`config.mk`:
```
export PLATFORM = sky130hd
export DESIGN_NAME = scroll_ctrl
export DESIGN_NICKNAME = d
export VERILOG_FILES = /design/src/rtl/dino_pkg.sv /design/src/rtl/edge_det.sv /design/src/rtl/scroll_ctrl.sv
export SDC_FILE = /design/constraint.sdc
export NUM_CORES = 1
export LEC_CHECK = 0
export ABC_AREA = 1
export CAP_MARGIN = 5
export CORE_MARGIN = 1
export CORE_UTILIZATION = 42
export DETAILED_ROUTE_END_ITERATION = 10
export PLACE_DENSITY_LB_ADDON = 0.2
export SETUP_SLACK_MARGIN = 0.1
export SYNTH_ARGS = -nofsm -noshare
export SYNTH_HDL_FRONTEND = slang
export SYNTH_SLANG_ARGS = --single-unit
```
`constraint.sdc`:
```
create_clock -name clk -period 2.3 [get_ports clk]
set_input_delay 0.345 -clock clk [delete_from_list [all_inputs] [get_ports clk]]
set_output_delay 0.345 -clock clk [all_outputs]
set_load 0.01 [all_outputs]
```
`src/rtl/dino_pkg.sv`:
```
// -----------------------------------------------------------------------------
// dino_pkg
// Shared definitions for the scrolling/game-state logic and the ground
// renderer: game state encoding, default geometry/speed constants and the
// wrap-around position helper used by every scroll update.
// -----------------------------------------------------------------------------
package dino_pkg;

    typedef enum logic [1:0] {
        IDLE = 2'd0,
        RUN  = 2'd1,
        OVER = 2'd2
    } game_state_e;

    localparam int GROUND_PERIOD = 160;
    localparam int SPEED_INIT    = 2;
    localparam int SPEED_MAX     = 8;

    // Advance a scroll offset by spd and fold it back into 0..period-1.
    // The sum is taken 11 bits wide so pos + spd can never overflow.
    function automatic logic [9:0] wrap_add(
        input logic [9:0]  pos,
        input logic [3:0]  spd,
        input logic [10:0] period
    );
        logic [10:0] sum;
        sum = {1'b0, pos} + {7'd0, spd};
        if (sum >= period) begin
            return 10'(sum - period);
        end
        return sum[9:0];
    endfunction

endpackage

```
`src/rtl/edge_det.sv`:
```
// -----------------------------------------------------------------------------
// edge_det
// Registers a level once and produces a registered one-cycle pulse on the
// selected edge of that level.
//   clk    : clock
//   srst   : synchronous active-high reset
//   sig_i  : level to watch
//   edge_o : one-cycle pulse, one cycle after the edge is sampled
// Parameter RISING selects a 0->1 (1) or 1->0 (0) detector.
// -----------------------------------------------------------------------------
module edge_det #(
    parameter bit RISING = 1'b1
) (
    input  logic clk,
    input  logic srst,
    input  logic sig_i,
    output logic edge_o
);

    logic sig_q;
    logic pulse_q;
    logic pulse_d;

    always_comb begin
        pulse_d = RISING ? (sig_i & ~sig_q) : (~sig_i & sig_q);
    end

    // The sampled copy resets to the level that cannot produce an edge on
    // its own: a rising detector pretends the input was already high, so a
    // level held high through reset needs a real low-then-high to fire.
    always_ff @(posedge clk) begin
        if (srst) begin
            sig_q   <= RISING;
            pulse_q <= 1'b0;
        end else begin
            sig_q   <= sig_i;
            pulse_q <= pulse_d;
        end
    end

    assign edge_o = pulse_q;

endmodule

```
`src/rtl/scroll_ctrl.sv`:
```
// -----------------------------------------------------------------------------
// scroll_ctrl
// Game state machine and ground scroller for the runner game. Counts frames
// survived, ramps the scroll speed every RAMP_FRAMES running frames and keeps
// the ground offset wrapped to the ground pattern width.
//   clk             : clock, rising edge
//   rst             : synchronous active-high reset
//   fresh           : frame strobe; a 1->0 transition is a frame boundary
//   start           : debounced start button (level)
//   collision       : dinosaur/obstacle hit (level)
//   game_status     : 1 while running
//   ground_position : scroll offset, 0..GROUND_PERIOD-1
//   speed           : scroll speed in pixels per frame
//   score           : frames survived in the current game (saturating)
//   frame_tick      : one-cycle pulse per detected frame boundary
// All outputs come straight from registers.
// -----------------------------------------------------------------------------
module scroll_ctrl #(
    parameter int SPEED_INIT    = dino_pkg::SPEED_INIT,
    parameter int SPEED_MAX     = dino_pkg::SPEED_MAX,
    parameter int RAMP_FRAMES   = 600,
    parameter int GROUND_PERIOD = dino_pkg::GROUND_PERIOD
) (
    input  logic        clk,
    input  logic        rst,
    input  logic        fresh,
    input  logic        start,
    input  logic        collision,
    output logic        game_status,
    output logic [9:0]  ground_position,
    output logic [3:0]  speed,
    output logic [15:0] score,
    output logic        frame_tick
);

    import dino_pkg::*;

    localparam int RAMP_W = (RAMP_FRAMES > 1) ? $clog2(RAMP_FRAMES) : 1;

    game_state_e       state_q, state_d;
    logic              status_q, status_d;
    logic [9:0]        pos_q, pos_d;
    logic [3:0]        speed_q, speed_d;
    logic [15:0]       score_q, score_d;
    logic [RAMP_W-1:0] ramp_q, ramp_d;
    logic              tick;
    logic              start_rise;

    edge_det #(.RISING(1'b0)) u_fresh_fall (
        .clk    (clk),
        .srst   (rst),
        .sig_i  (fresh),
        .edge_o (tick)
    );

    edge_det #(.RISING(1'b1)) u_start_rise (
        .clk    (clk),
        .srst   (rst),
        .sig_i  (start),
        .edge_o (start_rise)
    );

    always_comb begin
        state_d = state_q;
        pos_d   = pos_q;
        speed_d = speed_q;
        score_d = score_q;
        ramp_d  = ramp_q;

        case (state_q)
            IDLE, OVER: begin
                // A collision in OVER is irrelevant: only a start edge moves
                // us, and it always begins a clean game.
                if (start_rise) begin
                    state_d = RUN;
                    pos_d   = '0;
                    speed_d = 4'(SPEED_INIT);
                    score_d = '0;
                    ramp_d  = '0;
                end
            end
            RUN: begin
                // Collision freezes the counters for the cycle it is seen,
                // even if a frame boundary lands on the same cycle.
                if (collision) begin
                    state_d = OVER;
                end else if (tick) begin
                    // Position uses the speed held before this tick's ramp.
                    pos_d = wrap_add(pos_q, speed_q, 11'(GROUND_PERIOD));
                    if (score_q != 16'hFFFF) begin
                        score_d = score_q + 16'd1;
                    end
                    if (ramp_q == RAMP_W'(RAMP_FRAMES - 1)) begin
                        ramp_d = '0;
                        if (speed_q < 4'(SPEED_MAX)) begin
                            speed_d = speed_q + 4'd1;
                        end
                    end else begin
                        ramp_d = ramp_q + RAMP_W'(1);
                    end
                end
            end
            default: begin
                state_d = IDLE;
            end
        endcase

        status_d = (state_d == RUN);
    end

    always_ff @(posedge clk) begin
        if (rst) begin
            state_q  <= IDLE;
            status_q <= 1'b0;
            pos_q    <= '0;
            speed_q  <= 4'(SPEED_INIT);
            score_q  <= '0;
            ramp_q   <= '0;
        end else begin
            state_q  <= state_d;
            status_q <= status_d;
            pos_q    <= pos_d;
            speed_q  <= speed_d;
            score_q  <= score_d;
            ramp_q   <= ramp_d;
        end
    end

    assign game_status     = status_q;
    assign ground_position = pos_q;
    assign speed           = speed_q;
    assign score           = score_q;
    assign frame_tick      = tick;

endmodule

```
==> run_summary.xml, run 1 <==
<?xml version="1.0" encoding="UTF-8"?>
<metrics>
  <group name="setup_path">
    <metric name="crit_fanout" unit="">4</metric>
    <metric name="timing.setup.critical_path_class" unit="">register to register</metric>
    <metric name="startpoint_type" unit="">register</metric>
    <metric name="cp.buffers_inverters" unit="">4</metric>
    <metric name="timing.critical_path.slowest_stage_cell" unit="">sky130_fd_sc_hd__dfxtp_4</metric>
    <metric name="crit_family" unit="">simple AND/OR/NAND/NOR gates</metric>
    <metric name="worst-r2r-setup-slack" unit="ns">-0.03</metric>
    <metric name="cp_data_required_time" unit="ns">2.48</metric>
    <metric name="crit_chain" unit="">ha_4 &gt; inv_2 &gt; fa_2 &gt; nand3b_1 &gt; nand2_2 &gt; nand2_1 &gt; nand2_1 &gt; nand2_1 &gt; inv_2 &gt; ha_4 &gt; inv_2 &gt; nand3_2 &gt; nand2_2 &gt; nor2_4 &gt; buf_4 &gt; nand3_1 &gt; nand3_1 &gt; a21oi_1</metric>
    <metric name="setup.worst_path.end_class" unit="">register</metric>
    <metric name="critical-path-max-stage-delay" unit="ns">0.37</metric>
    <metric name="cp_data_arrival_time" unit="ns">2.52</metric>
  </group>
  <group name="placed_design">
    <metric name="place_hpwl" unit="microns">4657</metric>
    <metric name="post-place-cells" unit="">489</metric>
    <metric name="port-buffer-count" unit="">36</metric>
    <metric name="gp_congestion" unit="">0.8299</metric>
    <metric name="dpl-instance-area" unit="sq mm">0.003186</metric>
  </group>
  <group name="power">
    <metric name="total_power_density_per_cell_area" unit="mW/mm^2">442.0</metric>
    <metric name="total_power" unit="uW">1499</metric>
    <metric name="static-leakage-power" unit="uW">0.001298</metric>
    <metric name="ir_worst_vdd" unit="mV">0.2630</metric>
  </group>
  <group name="synthesis">
    <metric name="number_of_distinct_library_cells_after_synthesis" unit="">39</metric>
    <metric name="share_of_cell_area_taken_by_muxes_after_synthesis" unit="%">0</metric>
    <metric name="synth_fa_ha_area_share" unit="%">4.656</metric>
    <metric name="synth.yosys.seq_area_share" unit="%">36.47</metric>
    <metric name="compound_gate_portion_of_the_synthesized_area" unit="%">13.77</metric>
    <metric name="synth_async_sr_flop_share" unit="%">0</metric>
    <metric name="postSynthAreaPerCell" unit="sq um">7.049</metric>
    <metric name="post_synth_inst_count" unit="">366</metric>
    <metric name="synth_flop_cell" unit="">sky130_fd_sc_hd__dfxtp_1</metric>
    <metric name="simple_gate_portion_of_the_synthesized_area" unit="%">34.00</metric>
    <metric name="syn-cell-area" unit="sq mm">0.002580</metric>
    <metric name="synth-xor-area-share" unit="%">3.395</metric>
    <metric name="syn-num-nets" unit="">380</metric>
    <metric name="synth_seq_cells" unit="">47</metric>
    <metric name="synth_top_family_by_area" unit="">simple AND/OR/NAND/NOR gates</metric>
    <metric name="synth.yosys.warnings" unit="">0</metric>
    <metric name="synth_enable_flop_cells" unit="">0</metric>
  </group>
  <group name="routing">
    <metric name="highest_layer" unit="">met4</metric>
    <metric name="routedLengthMet1" unit="microns">2790</metric>
    <metric name="antenna_left" unit="">0</metric>
    <metric name="drc" unit="">0</metric>
    <metric name="viasPerCell" unit="">5.040</metric>
    <metric name="routed-via-count" unit="">2550</metric>
    <metric name="wl_met2" unit="microns">3194</metric>
    <metric name="first_pass_iters" unit="">4</metric>
    <metric name="initial_detailed_routing_violation_count" unit="">70</metric>
    <metric name="routedWlPerCell" unit="microns">12.46</metric>
    <metric name="finalWirelength" unit="microns">6305</metric>
    <metric name="met3RoutedLength" unit="microns">217</metric>
  </group>
  <group name="floorplanning">
    <metric name="ios" unit="">37</metric>
    <metric name="initial_core_util" unit="%">43.58</metric>
    <metric name="fp.dieH" unit="microns">80.38</metric>
    <metric name="core_area" unit="sq mm">0.005921</metric>
    <metric name="die_area" unit="sq mm">0.006460</metric>
    <metric name="rows" unit="">28</metric>
    <metric name="floorplan.die.width" unit="microns">80.38</metric>
  </group>
  <group name="clocking">
    <metric name="ctsRootBufferMaster" unit="">sky130_fd_sc_hd__clkbuf_8</metric>
    <metric name="clock_path_buffers" unit="">2</metric>
    <metric name="worst_setup_hold_path_clk_slew" unit="ns">0.10</metric>
    <metric name="clock_insertion_delay_worst_skew" unit="ns">0.31</metric>
    <metric name="cts_tree" unit="">built</metric>
    <metric name="cts_htree_levels" unit="">2</metric>
    <metric name="cts_buffers" unit="">5</metric>
    <metric name="cts.sink_count" unit="">47</metric>
    <metric name="post_cts_hold_buffer_count" unit="">0</metric>
  </group>
  <group name="layout">
    <metric name="post_route_cells_drive_above_1_share" unit="%">17.17</metric>
    <metric name="area_delta_synth_final" unit="%">31.43</metric>
    <metric name="instances_no_fill" unit="">506</metric>
    <metric name="layout_common_cells" unit="">sky130_fd_sc_hd__nand2_1, sky130_fd_sc_hd__dfxtp_1, sky130_fd_sc_hd__inv_1</metric>
    <metric name="mostFrequentLayoutCell" unit="">sky130_fd_sc_hd__nand2_1</metric>
    <metric name="final_area" unit="sq mm">0.003391</metric>
    <metric name="finish.utilization" unit="%">57.27</metric>
    <metric name="antenna_cells" unit="">0</metric>
    <metric name="num-nets-final" unit="">444</metric>
  </group>
  <group name="sta">
    <metric name="timing.max_slew.rel_slack" unit="%">74.48</metric>
    <metric name="final.setup.worst_slack" unit="ns">-0.03373</metric>
    <metric name="max_slew.worst_pin.slew" unit="ns">0.3827</metric>
    <metric name="hold_violations" unit="">0</metric>
    <metric name="setup_viol" unit="">5</metric>
    <metric name="post-route-period-util" unit="%">101.5</metric>
    <metric name="rsz0062_at_grt" unit="">yes</metric>
    <metric name="fin_crit" unit="ns">2.334</metric>
    <metric name="final.hold.worst_slack" unit="ns">0.4059</metric>
    <metric name="worst_clock_skew" unit="ns">0.01702</metric>
    <metric name="fmaxAchievable" unit="MHz">428.5</metric>
    <metric name="timing.final.max_slew_violations" unit="">0</metric>
  </group>
  <group name="hold_path">
    <metric name="min-delay-path-class" unit="">register to register</metric>
  </group>
  <group name="global_routing">
    <metric name="via_count_of_the_first_global_routing_pass" unit="">2460</metric>
    <metric name="first_pass_grt_wire_length" unit="microns">10730</metric>
    <metric name="antenna_violations_before_repair" unit="">0</metric>
    <metric name="maximum_number_of_pins_on_one_net_before_global_route_repair" unit="">18</metric>
    <metric name="grt_overflow" unit="">0</metric>
    <metric name="groute.usage.overall" unit="%">21.46</metric>
  </group>
  <group name="run_status">
    <metric name="violations" unit="">setup timing</metric>
    <metric name="run_status" unit="">finished, violations left</metric>
  </group>
  <group name="job">
    <metric name="cap_violations" unit="">0</metric>
  </group>
</metrics>
==> Yosys cell counts (2+ instances only) <==
| library cell | instances | area, sq um |
|---|---|---|
| sky130_fd_sc_hd__nor2_4 | 6 | 67.56 |
| sky130_fd_sc_hd__nand3_1 | 25 | 125.1 |
| sky130_fd_sc_hd__xor2_1 | 8 | 70.07 |
| sky130_fd_sc_hd__a21oi_1 | 33 | 165.2 |
| sky130_fd_sc_hd__a31oi_1 | 5 | 31.28 |
| sky130_fd_sc_hd__nor2_1 | 39 | 146.4 |
| sky130_fd_sc_hd__nand3b_1 | 2 | 15.01 |
| sky130_fd_sc_hd__nor4_1 | 2 | 12.51 |
| sky130_fd_sc_hd__o21a_1 | 2 | 15.01 |
| sky130_fd_sc_hd__nor3_1 | 10 | 50.05 |
| sky130_fd_sc_hd__dfxtp_1 | 47 | 940.9 |
| sky130_fd_sc_hd__nand2_2 | 4 | 25.02 |
| sky130_fd_sc_hd__inv_1 | 46 | 172.7 |
| sky130_fd_sc_hd__nand2_1 | 81 | 304.0 |
| sky130_fd_sc_hd__nand4_1 | 7 | 43.79 |
| sky130_fd_sc_hd__a211oi_1 | 4 | 30.03 |
| sky130_fd_sc_hd__xnor2_1 | 2 | 17.52 |
| sky130_fd_sc_hd__clkbuf_1 | 2 | 7.510 |
| sky130_fd_sc_hd__nor3_2 | 2 | 20.02 |
| sky130_fd_sc_hd__ha_1 | 8 | 100.1 |
| sky130_fd_sc_hd__o21ai_0 | 12 | 60.06 |
| sky130_fd_sc_hd__buf_2 | 2 | 10.01 |
==> logic make-up after synthesis <==
group | count (synthesis)
and+or+nand+nor | 186
AOI/OAI and AO/OA | 62
buffers and inverters | 52
adders and majority gates | 9
DFF | 47
xor gates and xnor gates | 10
==> layout make-up <==
class	instances	area (sq um)
Clock buffer	6	93.84
Clock inverter	2	13.76
Fill cell	553	2530
Inverter	47	177.7
Multi-Input combinational cell	267	1508
Sequential cell	47	948.4
Tap cell	75	93.84
Timing Repair Buffer	62	555.5
==> state kept, by name, summed over array words and instances (netlist names) <==
name                 flops
ground_position         10
score                   16
state_q                  2
ramp_q                  10
u_start_rise.sig_q       1
u_fresh_fall.edge_o      1
speed                    4
game_status              1
u_start_rise.edge_o      1
u_fresh_fall.sig_q       1
==> path summary, 6_finish.rpt <==
check / end / start / depth (start not counted)
worst max-delay path: ground_position[5] / ground_position[0] / 18
worst min-delay path: u_start_rise.edge_o / u_start_rise.sig_q / 1
worst max register to register: ground_position[5] / ground_position[0] / 18
worst min register to register: u_start_rise.edge_o / u_start_rise.sig_q / 1
==> through the flow <==
step | TNS, ns | setup slack [ns]
global route | -0.8429 | -0.1786
floorplan | 0 | 0.01996
detailed placement | -0.09768 | -0.03336
finish | -0.1050 | -0.03373
CTS | 0 | 0.03393
global placement | 0 | 0.01421
==> power by group <==
part           internal, uW  switching, uW  total, uW
logic                  39.7           55.5       95.2
clock network           281            299        579
registers               820           4.71        824
total                  1140            359       1500
==> metal layers <==
layer / vias to the layer above / GRT usage (%)
met5: - / 0
met4: 0 / 6.250
met3: 12 / 4.205
met2: 45 / 39.75
met1: 1162 / 24.58
li1: 1331 / -
==> timing repair <==
action | CTS | global route
endpoints found under the setup margin | 5 | 5
resized for setup | 2 | 8
buffers inserted | 6 | 3
pin swaps | 16 | 7
Note: power is estimated with default switching activity, not from simulation.
==> run 2: changes to the inputs <==
--- a/config.mk
+++ b/config.mk
@@ -11,7 +11,9 @@
 export CORE_UTILIZATION = 42
 export DETAILED_ROUTE_END_ITERATION = 10
 export PLACE_DENSITY_LB_ADDON = 0.2
+export RECOVER_POWER = 100
 export SETUP_SLACK_MARGIN = 0.1
+export SKIP_LAST_GASP = 1
 export SYNTH_ARGS = -nofsm -noshare
 export SYNTH_HDL_FRONTEND = slang
 export SYNTH_SLANG_ARGS = --single-unit
==> run 2 against run 1 <==
  * The run still ends with setup timing left
  * Via count rose by 0.63%
  * Final area fell by 0.52%
  * Sequential cell count stayed put
  * Sequential power is essentially flat
  * Largest cell class unchanged
==> run_summary.xml, run 2 (same netlist as run 1, synthesis figures left out) <==
<?xml version="1.0" encoding="UTF-8"?>
<metrics>
  <group name="sta">
    <metric name="max_slew.worst_pin.slew" unit="ns">0.4295</metric>
    <metric name="rsz0062_at_grt" unit="">yes</metric>
    <metric name="hold_violations" unit="">0</metric>
    <metric name="fmaxAchievable" unit="MHz">428.4</metric>
    <metric name="timing.max_slew.rel_slack" unit="%">71.14</metric>
    <metric name="setup_viol" unit="">5</metric>
    <metric name="worst_clock_skew" unit="ns">0.01683</metric>
    <metric name="fin_crit" unit="ns">2.334</metric>
    <metric name="final.setup.worst_slack" unit="ns">-0.03437</metric>
    <metric name="setup_tns" unit="ns">-0.1077</metric>
    <metric name="timing.final.max_slew_violations" unit="">0</metric>
    <metric name="post-route-period-util" unit="%">101.5</metric>
  </group>
  <group name="power">
    <metric name="ir_worst_vdd" unit="mV">0.2635</metric>
    <metric name="total_power_density_per_cell_area" unit="mW/mm^2">443.7</metric>
    <metric name="static-leakage-power" unit="uW">0.001361</metric>
    <metric name="netSwitchingPower" unit="uW">358.6</metric>
    <metric name="power.sequential.fraction" unit="%">55.1</metric>
    <metric name="clock_power_share" unit="%">38.7</metric>
    <metric name="power.share.combinational" unit="%">6.2</metric>
    <metric name="total_power" unit="uW">1497</metric>
    <metric name="power.share.switching" unit="%">23.96</metric>
    <metric name="power.internal" unit="uW">1138</metric>
  </group>
  <group name="setup_path">
    <metric name="worst_setup_path_startpoint" unit="">ground_position[0]</metric>
    <metric name="worst_r2r_endpoint" unit="">ground_position[5]</metric>
    <metric name="timing.setup.critical_path_class" unit="">register to register</metric>
    <metric name="setup.worst_path.end_class" unit="">register</metric>
    <metric name="worst-r2r-setup-slack" unit="ns">-0.03</metric>
    <metric name="crit_path_end" unit="">ground_position[5]</metric>
    <metric name="crit_fanout" unit="">4</metric>
    <metric name="cp_data_required_time" unit="ns">2.48</metric>
    <metric name="cp_data_arrival_time" unit="ns">2.52</metric>
    <metric name="critical_path.reg2reg.startpoint" unit="">ground_position[0]</metric>
    <metric name="worstRegToRegCells" unit="">18</metric>
    <metric name="startpoint_type" unit="">register</metric>
  </group>
  <group name="job">
    <metric name="cap_violations" unit="">0</metric>
  </group>
  <group name="placed_design">
    <metric name="gp_congestion" unit="">0.8299</metric>
    <metric name="port-buffer-count" unit="">36</metric>
    <metric name="place_hpwl" unit="microns">4657</metric>
  </group>
  <group name="routing">
    <metric name="antenna_left" unit="">0</metric>
    <metric name="drc" unit="">0</metric>
    <metric name="first_pass_iters" unit="">4</metric>
    <metric name="routed-via-count" unit="">2566</metric>
    <metric name="viasPerCell" unit="">5.071</metric>
    <metric name="finalWirelength" unit="microns">6297</metric>
    <metric name="initial_detailed_routing_violation_count" unit="">69</metric>
    <metric name="routedWlPerCell" unit="microns">12.44</metric>
  </group>
  <group name="hold_path">
    <metric name="min-delay-path-class" unit="">register to register</metric>
  </group>
  <group name="floorplanning">
    <metric name="initial_core_util" unit="%">43.58</metric>
    <metric name="floorplan.die.width" unit="microns">80.38</metric>
    <metric name="fp.dieH" unit="microns">80.38</metric>
    <metric name="ios" unit="">37</metric>
    <metric name="core_area" unit="sq mm">0.005921</metric>
    <metric name="rows" unit="">28</metric>
    <metric name="die_area" unit="sq mm">0.006460</metric>
  </group>
  <group name="layout">
    <metric name="mostFrequentLayoutCell" unit="">sky130_fd_sc_hd__nand2_1</metric>
    <metric name="layout.filler_cells" unit="">555</metric>
    <metric name="post_route_cells_drive_above_1_share" unit="%">16.47</metric>
    <metric name="area_delta_synth_final" unit="%">30.75</metric>
    <metric name="layout_common_cells" unit="">sky130_fd_sc_hd__nand2_1, sky130_fd_sc_hd__dfxtp_1, sky130_fd_sc_hd__inv_1</metric>
    <metric name="num-nets-final" unit="">444</metric>
    <metric name="largest_register_ff_count" unit="">16</metric>
    <metric name="antenna_cells" unit="">0</metric>
  </group>
  <group name="clocking">
    <metric name="cts_tree" unit="">built</metric>
    <metric name="clock_path_buffers" unit="">2</metric>
    <metric name="cts_buffers" unit="">5</metric>
    <metric name="worst_setup_hold_path_clk_slew" unit="ns">0.10</metric>
    <metric name="cts_htree_levels" unit="">2</metric>
    <metric name="cts.sink_count" unit="">47</metric>
    <metric name="clock_insertion_delay_worst_skew" unit="ns">0.31</metric>
    <metric name="ctsRootBufferMaster" unit="">sky130_fd_sc_hd__clkbuf_8</metric>
  </group>
  <group name="global_routing">
    <metric name="maximum_number_of_pins_on_one_net_before_global_route_repair" unit="">18</metric>
    <metric name="via_count_of_the_first_global_routing_pass" unit="">2460</metric>
    <metric name="first_pass_grt_wire_length" unit="microns">10730</metric>
    <metric name="grt_overflow" unit="">0</metric>
    <metric name="gr-max-usage-layer" unit="">met2</metric>
    <metric name="grt_use_met3" unit="%">4.205</metric>
    <metric name="antenna_violations_before_repair" unit="">0</metric>
    <metric name="gr_util_met2" unit="%">39.75</metric>
    <metric name="gr-usage-met1" unit="%">24.58</metric>
    <metric name="groute.usage.overall" unit="%">21.46</metric>
  </group>
  <group name="run_status">
    <metric name="violations" unit="">setup timing</metric>
    <metric name="run_status" unit="">finished, violations left</metric>
  </group>
</metrics>
-- run 2: worst min path at each step --
stage	start	endpoint	slack (ns)	cells after the start
2_1_floorplan	u_start_rise.sig_q	u_start_rise.edge_o	0.37	1
3_3_place_gp	u_start_rise.sig_q	u_start_rise.edge_o	0.38	1
3_5_place_dp	u_start_rise.sig_q	u_start_rise.edge_o	0.39	1
4_1_cts	u_start_rise.sig_q	u_start_rise.edge_o	0.41	1
5_1_grt	u_start_rise.sig_q	u_start_rise.edge_o	0.44	1
6_report	u_start_rise.sig_q	u_start_rise.edge_o	0.41	1
-- run 2: layout make-up --
class                   count  area (sq um)  area share, %
clock inverters             2         13.76         0.4080
repair buffers             62         551.8          16.36
multi-input cells         267          1494          44.29
inverters                  47         177.7          5.267
flip-flops and latches     47         948.4          28.12
clock buffers               6         93.84          2.782
well taps                  75         93.84          2.782
-- run 2: per-layer routing --
metal  up-vias  wire length (microns)
met2        45                   3182
met1      1176                   2809
met5         -                      0
li1       1333                      -
met4         0                    104
met3        12                    202
-- run 2: critical path: stages (launching register included) --
cell                       delay, ns
sky130_fd_sc_hd__dfxtp_4        0.37
sky130_fd_sc_hd__ha_4           0.13
sky130_fd_sc_hd__inv_2          0.03
sky130_fd_sc_hd__fa_2           0.32
sky130_fd_sc_hd__nand3b_1       0.19
sky130_fd_sc_hd__nand2_2        0.12
sky130_fd_sc_hd__nand2_1        0.06
sky130_fd_sc_hd__nand2_1        0.05
sky130_fd_sc_hd__nand2_1        0.07
sky130_fd_sc_hd__inv_2          0.08
sky130_fd_sc_hd__ha_4           0.12
sky130_fd_sc_hd__inv_2          0.03
sky130_fd_sc_hd__nand3_2        0.06
sky130_fd_sc_hd__nand2_2        0.08
sky130_fd_sc_hd__nor2_4         0.16
sky130_fd_sc_hd__buf_4          0.13
sky130_fd_sc_hd__nand3_1        0.06
sky130_fd_sc_hd__nand3_1        0.09
sky130_fd_sc_hd__a21oi_1        0.06
-- run 2: power by group through the flow --
stage	clock network (uW)	registers (uW)	logic, uW
floorplan	0	846	50.1
global placement	0	843	89.6
detailed placement	0	843	91.6
CTS	589	824	94.6
global route	623	826	104
finish	580	824	92.8
-- run 2: metrics by stage --
stage	worst slack [ns]	cell area, sq um	utilization [%]	instances	hold slack, ns
2_1_floorplan	0.01996	2625	-	366	0.3743
3_3_place_gp	0.01421	3186	53.80	489	0.3788
3_5_place_dp	-0.03336	3186	53.80	489	0.3912
4_1_cts	0.03393	3341	56.42	503	0.4062
5_1_grt	-0.1786	3373	56.97	506	0.4436
6_report	-0.03437	3373	56.97	506	0.4058
-- run 2: repair_timing --
item | in CTS | in global routing
hold buffers | 0 | 0
pin swaps | 16 | 7
endpoints found under the setup margin | 5 | 5
resized for setup | 2 | 8
buffers inserted | 6 | 3
==> RTL edit (flow settings as in run 2) <==
`RISING` is set to 1'b1 in 2 places; all go to 1'b0.
--- a/src/rtl/edge_det.sv
+++ b/src/rtl/edge_det.sv
@@ -9,7 +9,7 @@
 // Parameter RISING selects a 0->1 (1) or 1->0 (0) detector.
 // -----------------------------------------------------------------------------
 module edge_det #(
-    parameter bit RISING = 1'b1
+    parameter bit RISING = 1'b0
 ) (
     input  logic clk,
     input  logic srst,
--- a/src/rtl/scroll_ctrl.sv
+++ b/src/rtl/scroll_ctrl.sv
@@ -53,7 +53,7 @@
         .edge_o (tick)
     );
 
-    edge_det #(.RISING(1'b1)) u_start_rise (
+    edge_det #(.RISING(1'b0)) u_start_rise (
         .clk    (clk),
         .srst   (rst),
         .sig_i  (start),
Function: changed (Yosys sat finds a counterexample within 4 cycles, from zero or initial values and one cycle with rst high).
==> RTL edit against run 2 <==
- the run still ends with setup timing left
- worst setup slack gained 34 ps
- core utilization is 0.87 points lower
- power shrank 6.4%
- clock skew down 8.6 ps
- sequential cell count stayed put
- routed wire length grew 1.1%
- count of clock-buffer cells in the layout shrank 1
- sequential power is essentially flat
- first-iteration DRC count grew 16%
- die area is 3.3% higher
- synthesized area rose by 3.3%
- design area increased by 0.22%
- critical path type unchanged
- largest power group unchanged
==> RTL edit: results (changes against run 2) <==
outcome=finished with violations (unchanged); violated checks=setup timing (unchanged); setup_tns=-0.415 ps (was -108 ps); Reg-to-Reg Start=speed[0] (was ground_position[0]); Clock Skew=8.20 ps (was 16.8 ps); Final Non-Filler Cells=499 (was 506); R2R cell count=16 (was 18); top cells by count, synth=nand2_1, dfxtp_1, inv_1, nor2_1, a21oi_1 (was nand2_1, dfxtp_1, inv_1); largest cells by area after synthesis=dfxtp_1, nand2_1, a21oi_1 (was dfxtp_1, nand2_1, inv_1); multi-input combinational area share=0.468 (was 0.443); number of global-route vias before repair=2327 (was 2460); largest net degree at the start of global routing=20 (was 18); share of layout cells above drive strength 1=0.203 (was 0.165); placed cells=486 (was 489); met1 Use GR=0.285 (was 0.246); hold path start=u_fresh_fall.sig_q (was u_start_rise.sig_q); Max FO, Critical Path=5 (was 4); Routed met3 length=237 µm (was 202 µm); initial DRC count=80 (was 69); Inverters, non-clock=46 (was 47); Post-layout nets=438 (was 444); arrival time at the worst endpoint=2530 ps (was 2520 ps); Non-clock buffer share=0.147 (was 0.164); R2R Path End=ground_position[7] (was ground_position[5]); actual slew at the worst max-slew pin=484 ps (was 430 ps); M1 WL=3260 µm (was 2810 µm); Final WS setup=-0.415 ps (was -34.4 ps); total track usage=0.204 (was 0.215); met2 Track Usage GR=0.321 (was 0.397); Fillers=592 (was 555); Non-Clock Buffer Count=54 (was 62); Vias/cell=5.12 (was 5.07); ClkCell Share=0.0244 (was 0.0319); Pleak=1.25 nW (was 1.36 nW); routed wire length=6370 µm (was 6300 µm); global routing usage on met3=0.0378 (was 0.0420); Final Wtd Congestion=0.898 (was 0.830); dpl cell area=3230 µm² (was 3190 µm²); Storage cell area=951 µm² (was 948 µm²); FFs & Latches=47 (unchanged); Final setup viols=1 (was 5); WHS Path Cells=2 (was 1); HPWL Detailed=4840 µm (was 4660 µm)
[RTL edit: changes by cell type after synthesis, moves of 5 or more]
cell / delta
inv_1: -9
nand2_2: +8
o21ai_1: +6
a21oi_1: -5
inv_2: +5
nand3_2: +5
[RTL edit: cells by family after synthesis]
logic type               after synthesis  share of synthesized area
XOR/XNOR                               9                     0.0324
flip-flops                            47                      0.353
AND/OR/NAND/NOR                      191                      0.362
adder cells (fa/ha/maj)                9                     0.0451
AO/OA/AOI/OAI                         61                      0.133
buffers and inverters                 51                     0.0746
[RTL edit: through the flow]
| step | util | hold slack [ps] |
|---|---|---|
| floorplan | - | 402 |
| global placement | 0.537 | 407 |
| detailed placement | 0.537 | 413 |
| CTS | 0.557 | 427 |
| global route | 0.561 | 453 |
| finish | 0.561 | 423 |
[RTL edit: critical path: stages, from the launching register on]
cell and delay [ps]:
dfxtp_4 370, ha_4 140, inv_2 40, fa_2 330, nand3b_1 200, nand2_2 150
nand3_2 80, nand2_2 100, ha_4 130, inv_2 40, nand3_4 60, nand2_4 70
nor2_8 120, nand3_4 90, nand2_1 80, nand3_1 80, a21oi_2 160
[RTL edit: repair_timing]
item / in CTS / in global routing
setup endpoints to repair: 5 / 5
resized for setup: 2 / 4
pin swaps: 8 / 3
hold buffers: 0 / 0
setup buffers: 5 / 1
[RTL edit: how the worst max path moves through the flow]
| stage | end | slack, ps | cells past startpoint |
|---|---|---|---|
| floorplan | ground_position[8] | 90 | 17 |
| global placement | ground_position[9] | 60 | 18 |
| detailed placement | ground_position[8] | -30 | 18 |
| CTS | ground_position[8] | 20 | 18 |
| global route | ground_position[7] | -150 | 16 |
| finish | ground_position[7] | -0.4 | 16 |
[RTL edit: power breakdown]
group,switching [mW],internal (mW)
combinational,0.0502,0.0345
sequential,0.00627,0.820
clock,0.281,0.209
total,0.337,1.06
